[src/rtl/uart_tx_arbiter_pkg.sv]
// -----------------------------------------------------------------------------
// uart_tx_arbiter_pkg
// Shared definitions for the UART transmit arbiter and its round-robin picker:
//   - default byte width (shared with uart_tx), requester count and hold timeout
//   - one-hot FSM state encoding
//   - width helpers for the round-robin pointer and the HOLD timeout counter
// No ports (package).
// -----------------------------------------------------------------------------
package uart_tx_arbiter_pkg;

   // Default byte width; must match the NB_DATA of the uart_tx being shared.
   localparam int NB_DATA_DEF      = 8;
   localparam int N_REQ_DEF        = 4;
   localparam int HOLD_TIMEOUT_DEF = 1024;

   // One-hot arbiter states.
   typedef enum logic [3:0] {
      S_IDLE  = 4'b0001,
      S_START = 4'b0010,
      S_WAIT  = 4'b0100,
      S_HOLD  = 4'b1000
   } arb_state_t;

   // Width of an index into n requesters (at least one bit).
   function automatic int ptr_w(input int n);
      return (n < 2) ? 1 : $clog2(n);
   endfunction

   // Width of the HOLD counter; it only has to reach timeout-1.
   function automatic int hold_cnt_w(input int timeout);
      return (timeout < 2) ? 1 : $clog2(timeout);
   endfunction

endpackage

[src/rtl/uart_tx_arbiter_rr_pick.sv]
// -----------------------------------------------------------------------------
// rr_pick
// Combinational round-robin picker. Finds the first asserted request searching
// from i_ptr upward, wrapping modulo N_REQ. Reusable for any shared peripheral.
//
// Ports:
//   i_req    in   N_REQ  request vector
//   i_ptr    in   PTR_W  index that has highest priority this cycle
//   o_grant  out  N_REQ  one-hot winner (all zero when nothing requests)
//   o_idx    out  PTR_W  binary index of the winner (0 when nothing requests)
//   o_found  out  1      at least one request was present
// -----------------------------------------------------------------------------
module rr_pick
   import uart_tx_arbiter_pkg::*;
#(
   parameter int N_REQ = N_REQ_DEF,
   parameter int PTR_W = ptr_w(N_REQ)
) (
   input  logic [N_REQ-1:0] i_req,
   input  logic [PTR_W-1:0] i_ptr,
   output logic [N_REQ-1:0] o_grant,
   output logic [PTR_W-1:0] o_idx,
   output logic             o_found
);

   // One extra bit holds ptr+i before the modulo fold (max 2*N_REQ-2).
   logic [PTR_W:0]   w_pos;
   logic [PTR_W-1:0] w_idx;

   always_comb begin
      // NOTE: every variable driven here gets a default before the loop, so no
      // path leaves it unassigned and no latch is inferred.
      o_grant = '0;
      o_idx   = '0;
      o_found = 1'b0;
      w_pos   = '0;
      w_idx   = '0;
      for (int i = 0; i < N_REQ; i++) begin
         w_pos = {1'b0, i_ptr} + (PTR_W+1)'(i);
         if (w_pos >= (PTR_W+1)'(N_REQ)) begin
            w_pos = w_pos - (PTR_W+1)'(N_REQ);
         end
         w_idx = w_pos[PTR_W-1:0];
         // First hit in search order wins; later hits are ignored.
         if (!o_found && i_req[w_idx]) begin
            o_grant[w_idx] = 1'b1;
            o_idx          = w_idx;
            o_found        = 1'b1;
         end
      end
   end

endmodule

[src/rtl/uart_tx_arbiter.sv]
// -----------------------------------------------------------------------------
// uart_tx_arbiter
// Shares one uart_tx serializer between N_REQ byte producers. Grants are
// round-robin; each accepted byte produces exactly one start pulse and the
// arbiter waits for the matching done pulse before the next byte. A requester
// keeps the grant across a multi-byte message until it marks the last byte;
// a stalled lock is released after HOLD_TIMEOUT idle cycles in HOLD.
//
// Ports:
//   clk             in   1              system clock
//   i_reset         in   1              synchronous, active-high reset
//   i_req_valid     in   N_REQ          per-requester byte valid
//   i_req_data      in   N_REQ*NB_DATA  requester k byte at [k*NB_DATA +: NB_DATA]
//   i_req_last      in   N_REQ          byte ends that requester's message
//   o_req_ready     out  N_REQ          accept strobe (transfer = valid & ready)
//   o_tx_start      out  1              one-cycle start pulse to uart_tx
//   o_tx_data       out  NB_DATA        byte to uart_tx, held between bytes
//   i_tx_done       in   1              uart_tx done pulse (used only in WAIT)
//   o_grant         out  N_REQ          one-hot current owner, 0 when IDLE
//   o_busy          out  1              high in every state except IDLE
//   o_lock_timeout  out  1              one-cycle pulse when a HOLD lock expires
// -----------------------------------------------------------------------------
module uart_tx_arbiter
   import uart_tx_arbiter_pkg::*;
#(
   parameter int NB_DATA      = NB_DATA_DEF,
   parameter int N_REQ        = N_REQ_DEF,
   parameter int HOLD_TIMEOUT = HOLD_TIMEOUT_DEF
) (
   input  logic                     clk,
   input  logic                     i_reset,
   input  logic [N_REQ-1:0]         i_req_valid,
   input  logic [N_REQ*NB_DATA-1:0] i_req_data,
   input  logic [N_REQ-1:0]         i_req_last,
   output logic [N_REQ-1:0]         o_req_ready,
   output logic                     o_tx_start,
   output logic [NB_DATA-1:0]       o_tx_data,
   input  logic                     i_tx_done,
   output logic [N_REQ-1:0]         o_grant,
   output logic                     o_busy,
   output logic                     o_lock_timeout
);

   localparam int PTR_W = ptr_w(N_REQ);
   localparam int CNT_W = hold_cnt_w(HOLD_TIMEOUT);
   localparam logic [CNT_W-1:0] CNT_LAST = CNT_W'(HOLD_TIMEOUT - 1);
   localparam logic [PTR_W-1:0] PTR_LAST = PTR_W'(N_REQ - 1);

   // ---------------------------------------------------------------- state
   arb_state_t         r_state;
   logic [PTR_W-1:0]   r_rr_ptr;      // highest-priority requester in IDLE
   logic [PTR_W-1:0]   r_owner;       // binary index of the current owner
   logic [N_REQ-1:0]   r_grant;       // one-hot copy of r_owner, 0 when free
   logic [NB_DATA-1:0] r_tx_data;     // byte presented to uart_tx
   logic               r_last;        // captured byte closes the message
   logic               r_tx_start;
   logic               r_lock_timeout;
   logic [CNT_W-1:0]   r_hold_cnt;

   // ---------------------------------------------------------------- wires
   logic [N_REQ-1:0]   w_win_grant;
   logic [PTR_W-1:0]   w_win_idx;
   logic               w_win_found;
   logic [PTR_W-1:0]   w_sel_idx;
   logic [NB_DATA-1:0] w_sel_data;
   logic               w_sel_last;
   logic [N_REQ-1:0]   w_req_ready;
   logic               w_owner_valid;
   logic [PTR_W-1:0]   w_next_ptr;

   rr_pick #(
      .N_REQ (N_REQ),
      .PTR_W (PTR_W)
   ) u_rr_pick (
      .i_req   (i_req_valid),
      .i_ptr   (r_rr_ptr),
      .o_grant (w_win_grant),
      .o_idx   (w_win_idx),
      .o_found (w_win_found)
   );

   // In HOLD only the locked owner may feed a byte; in IDLE the picker decides.
   assign w_sel_idx     = (r_state == S_HOLD) ? r_owner : w_win_idx;
   assign w_owner_valid = |(r_grant & i_req_valid);

   // Pointer moves past the owner only when its message ends or its lock expires.
   assign w_next_ptr = (r_owner == PTR_LAST) ? '0 : r_owner + 1'b1;

   // Mux the selected requester's byte and last flag.
   always_comb begin
      w_sel_data = '0;
      w_sel_last = 1'b0;
      for (int k = 0; k < N_REQ; k++) begin
         if (w_sel_idx == PTR_W'(k)) begin
            w_sel_data = i_req_data[k*NB_DATA +: NB_DATA];
            w_sel_last = i_req_last[k];
         end
      end
   end

   // Ready is combinational so a valid seen in IDLE is accepted the same cycle.
   // Both sources are already masked by valid, so ready never fires alone.
   always_comb begin
      w_req_ready = '0;
      if (r_state == S_IDLE) begin
         w_req_ready = w_win_grant;
      end else if (r_state == S_HOLD) begin
         w_req_ready = r_grant & i_req_valid;
      end
   end

   // ---------------------------------------------------------------- FSM
   always_ff @(posedge clk) begin
      // NOTE: all state here uses non-blocking (<=) so every register samples
      // the pre-edge values and the update order inside the block is irrelevant.
      if (i_reset) begin
         r_state        <= S_IDLE;
         r_rr_ptr       <= '0;
         r_owner        <= '0;
         r_grant        <= '0;
         r_tx_data      <= '0;
         r_last         <= 1'b0;
         r_tx_start     <= 1'b0;
         r_lock_timeout <= 1'b0;
         r_hold_cnt     <= '0;
      end else begin
         // Pulses default low; only the branches below raise them for a cycle.
         r_tx_start     <= 1'b0;
         r_lock_timeout <= 1'b0;

         unique case (r_state)
            S_IDLE: begin
               if (w_win_found) begin
                  r_tx_data  <= w_sel_data;
                  r_last     <= w_sel_last;
                  r_owner    <= w_win_idx;
                  r_grant    <= w_win_grant;
                  r_tx_start <= 1'b1;
                  r_state    <= S_START;
               end
            end

            // r_tx_start is high for exactly this state.
            S_START: begin
               r_state <= S_WAIT;
            end

            // Done pulses are honoured only here, so strays elsewhere are inert.
            S_WAIT: begin
               if (i_tx_done) begin
                  if (r_last) begin
                     r_rr_ptr <= w_next_ptr;
                     r_grant  <= '0;
                     r_state  <= S_IDLE;
                  end else begin
                     r_hold_cnt <= '0;
                     r_state    <= S_HOLD;
                  end
               end
            end

            S_HOLD: begin
               if (w_owner_valid) begin
                  r_tx_data  <= w_sel_data;
                  r_last     <= w_sel_last;
                  r_tx_start <= 1'b1;
                  r_state    <= S_START;
               end else if (r_hold_cnt == CNT_LAST) begin
                  r_lock_timeout <= 1'b1;
                  r_rr_ptr       <= w_next_ptr;
                  r_grant        <= '0;
                  r_state        <= S_IDLE;
               end else begin
                  r_hold_cnt <= r_hold_cnt + 1'b1;
               end
            end

            default: begin
               r_state <= S_IDLE;
            end
         endcase
      end
   end

   // ---------------------------------------------------------------- outputs
   assign o_req_ready    = w_req_ready;
   assign o_tx_start     = r_tx_start;
   assign o_tx_data      = r_tx_data;
   assign o_grant        = r_grant;
   assign o_busy         = (r_state != S_IDLE);
   assign o_lock_timeout = r_lock_timeout;

endmodule

[config.mk]
export PLATFORM = sky130hd
export DESIGN_NAME = uart_tx_arbiter
export DESIGN_NICKNAME = d
export VERILOG_FILES = /design/src/rtl/uart_tx_arbiter_pkg.sv /design/src/rtl/uart_tx_arbiter_rr_pick.sv /design/src/rtl/uart_tx_arbiter.sv
export SDC_FILE = /design/constraint.sdc
export NUM_CORES = 1
export LEC_CHECK = 0
export CORE_AREA = 8 8 86 88
export DETAILED_ROUTE_END_ITERATION = 16
export DIE_AREA = 0 0 94 96
export PLACE_DENSITY = 0.7
export SLEW_MARGIN = 40
export SYNTH_ARGS = -nofsm -noshare
export SYNTH_HDL_FRONTEND = slang
export SYNTH_SLANG_ARGS = --single-unit
[constraint.sdc]
create_clock -name clk -period 3.5 [get_ports clk]
set_input_delay 0.875 -clock clk [delete_from_list [all_inputs] [get_ports clk]]
set_output_delay 0.875 -clock clk [all_outputs]
set_load 0.01 [all_outputs]
==> impl_metrics.tcl <==
set metrics [dict create \
    busiest_layer "met2" \
    detailed_place_hpwl_um 5395 \
    ant_nets 0 \
    fin_crit_sh_pct 98.46 \
    period_minus_slack_ns 3.446 \
    fin_skew_ns 0.004385 \
    initial_core_util_pct 38.32 \
    wl_per_cell_um 16.52 \
    track_usage_pct 16.75 \
    nFillCells 576 \
    reg2reg_slack_ns 0.71 \
    vias 2633 \
    cap_violations 0 \
    ios 62 \
    yosysSeqAreaShare_pct 28.28 \
    netlist_instances 283 \
    finalSetupViolCount 0 \
    routed_wirelength_um 7532 \
    cts-root-buf "clkbuf_8" \
    critical_path_class "in -> out" \
    status "completed" \
    crit_fanout 4 \
    synth_warnings 0 \
    cts_max_level 2 \
    io_buffers 61 \
    finalCoreUtilization_pct 56.67 \
    syn_nets 335 \
    layout.cells.non_filler 456 \
    setup_tns_ns 0 \
    antenna_found_initial 0 \
    avgSynthCellArea_um2 8.254 \
    clkPwrFrac_pct 30.5 \
    p_sw_uw 369.6 \
    rows 29 \
    netlist_area_um2 2336 \
    insertion_delay_ns 0.29 \
    p_comb_share_pct 32.5 \
    core_area_um2 6096 \
    drive_above_1_share_pct 22.16 \
    syn_to_final_growth_pct 47.88 \
    multi_input_area_um2 1587 \
    via_per_inst 5.774 \
    async_flop_share_pct 0 \
    use_met3_pct 4.446 \
    numCtsBuffers 5 \
    crit_arrival_ns 2.57 \
    drtIter0Drc 277 \
    ys.flop_type "dfxtp_1" \
    use_met1_pct 21.06 \
    endpoint_kind "primary output" \
    synth_edf_count 0 \
    tritoncts "yes" \
    p_seq_share_pct 37.0 \
    die_area_um2 9024 \
    diodes 0 \
    use_met2_pct 26.84 \
    ys_ff_latch 33 \
    grt_max_degree 20 \
    hold_violations 0 \
    p_per_area_nw_per_um2 354.5 \
    leakage_uw 0.001280 \
    ir_drop_uv 298.0 \
    drc 0 \
    drv_slew 0 \
    dr.pass1.iters 5 \
    die_h_um 96 \
    slew_headroom_pct 48.85 \
    layout_commonest_cell "clkdlybuf4s50_1" \
    gr-total-overflow 0 \
    switching_share_pct 30.19 \
    internal_power_uw 854.9 \
    grt_pass1_wl_um 12180 \
    cts.sinks 33 \
    final_nets 430 \
    synthDistinctLibCells 56 \
    start_kind "input port" \
    cp.required_ns 2.62 \
    gp_congestion 0.8280 \
    regArea_um2 660.6 \
    clk_pin_slew_worst_paths_ns 0.07 \
    die_w_um 94 \
    hold_class "reg -> reg" \
    layout_common_cells "clkdlybuf4s50_1, buf_4, dfxtp_1" \
    worst_slew_pin_slew_ns 0.7657 \
    ctsLongestPathBuffers 2 \
    power_uw 1225 \
    max_freq_mhz 290.2 \
    grt_pass1_vias 2548 \
    dp_cells 429 \
    ctsHoldBuffers 0 \
]
[per-layer routing]
metal	vias to the layer above	part of all wire, %
met1	1248	48
li1	1258	-
met2	115	43
met3	12	7.3
met4	0	1.5
met5	-	0
[cells in the mapped netlist (4+ instances only)]
| master | instances | share of area (%) |
|---|---|---|
| o21ai_1 | 9 | 1.9 |
| a21oi_1 | 5 | 1.1 |
| o2111ai_1 | 8 | 3.0 |
| nand2_1 | 30 | 4.8 |
| nor4_1 | 5 | 1.3 |
| nand3_1 | 6 | 1.3 |
| a221oi_1 | 4 | 1.5 |
| ha_1 | 9 | 4.8 |
| nor3b_1 | 4 | 1.3 |
| dfxtp_1 | 33 | 28 |
| nand2b_1 | 4 | 1.1 |
| xnor2_1 | 9 | 3.4 |
| nor2_1 | 25 | 4.0 |
| a22oi_1 | 6 | 1.9 |
| nor3_1 | 6 | 1.3 |
| mux2i_1 | 13 | 5.6 |
| inv_1 | 4 | 0.64 |
| clkbuf_1 | 15 | 2.4 |
| o21ai_0 | 8 | 1.7 |
| nand4_1 | 20 | 5.4 |
| a31oi_1 | 4 | 1.1 |
| and3_1 | 4 | 1.1 |
[cells by family (layout without fill, tap and decap cells)]
family	Yosys count	count (layout)	synth area share, %
xor+xnor	9	9	3.375
flops	33	33	28.28
compound gates	64	64	19.87
fa+ha+maj	9	9	4.821
buf+inv	28	124	5.998
mux	18	18	9.426
simple gates	122	122	28.23
[flip-flops by register name, summed over array words and instances (netlist names)]
register,count
o_grant,4
o_lock_timeout,1
o_tx_data,8
o_tx_start,1
r_hold_cnt,10
r_last,1
r_owner,2
r_rr_ptr,2
r_state,4
[power by group through the flow]
stage          registers (uW)  logic [uW]  clock network (uW)
2_1_floorplan             455         194                   0
3_3_place_gp              458         372                   0
3_5_place_dp              460         377                   0
4_1_cts                   452         390                 384
5_1_grt                   460         430                 401
6_report                  454         398                 373
[what timing repair did]
action                     in CTS  in global routing
buffers inserted               14                  5
setup endpoints to repair       4                  3
resized for setup              28                  4
pin swaps                       3                  1
gates cloned                    0                  0
[critical path: stages]
cell           delay (ns)
dlygate4sd2_1        0.27
mux4_2               0.54
buf_4                0.17
a22oi_1              0.19
nor2_1               0.08
a221oi_2             0.22
o21ai_1              0.09
buf_2                0.14
[through the flow]
step	hold slack, ns	setup WS [ns]	area, um^2
after floorplan	0.4709	0.1140	2336
after global placement	0.4616	-0.6141	3163
after detailed placement	0.4650	-0.7159	3163
after CTS	0.4782	0.02412	3415
after global routing	0.5188	-0.03451	3455
final	0.4837	0.05374	3455
[cell type report]
| type | count | area share (%) |
|---|---|---|
| inverter | 6 | 0.6519 |
| multi-input combinational | 222 | 45.93 |
| clock buffer | 7 | 2.499 |
| tap | 77 | 2.789 |
| clock inverter | 1 | 0.8693 |
| sequential | 33 | 19.12 |
| timing repair buffer | 110 | 28.14 |
[path summary, 6_finish.rpt]
kind,startpoint,end,cells past startpoint
max,i_req_valid[3],o_req_ready[0],8
min,o_tx_data[5],o_tx_data[5],2
min reg2reg,o_tx_data[5],o_tx_data[5],2
max reg2reg,r_rr_ptr[0],o_grant[0],15
No activity file was read; power rests on OpenSTA's default activity.
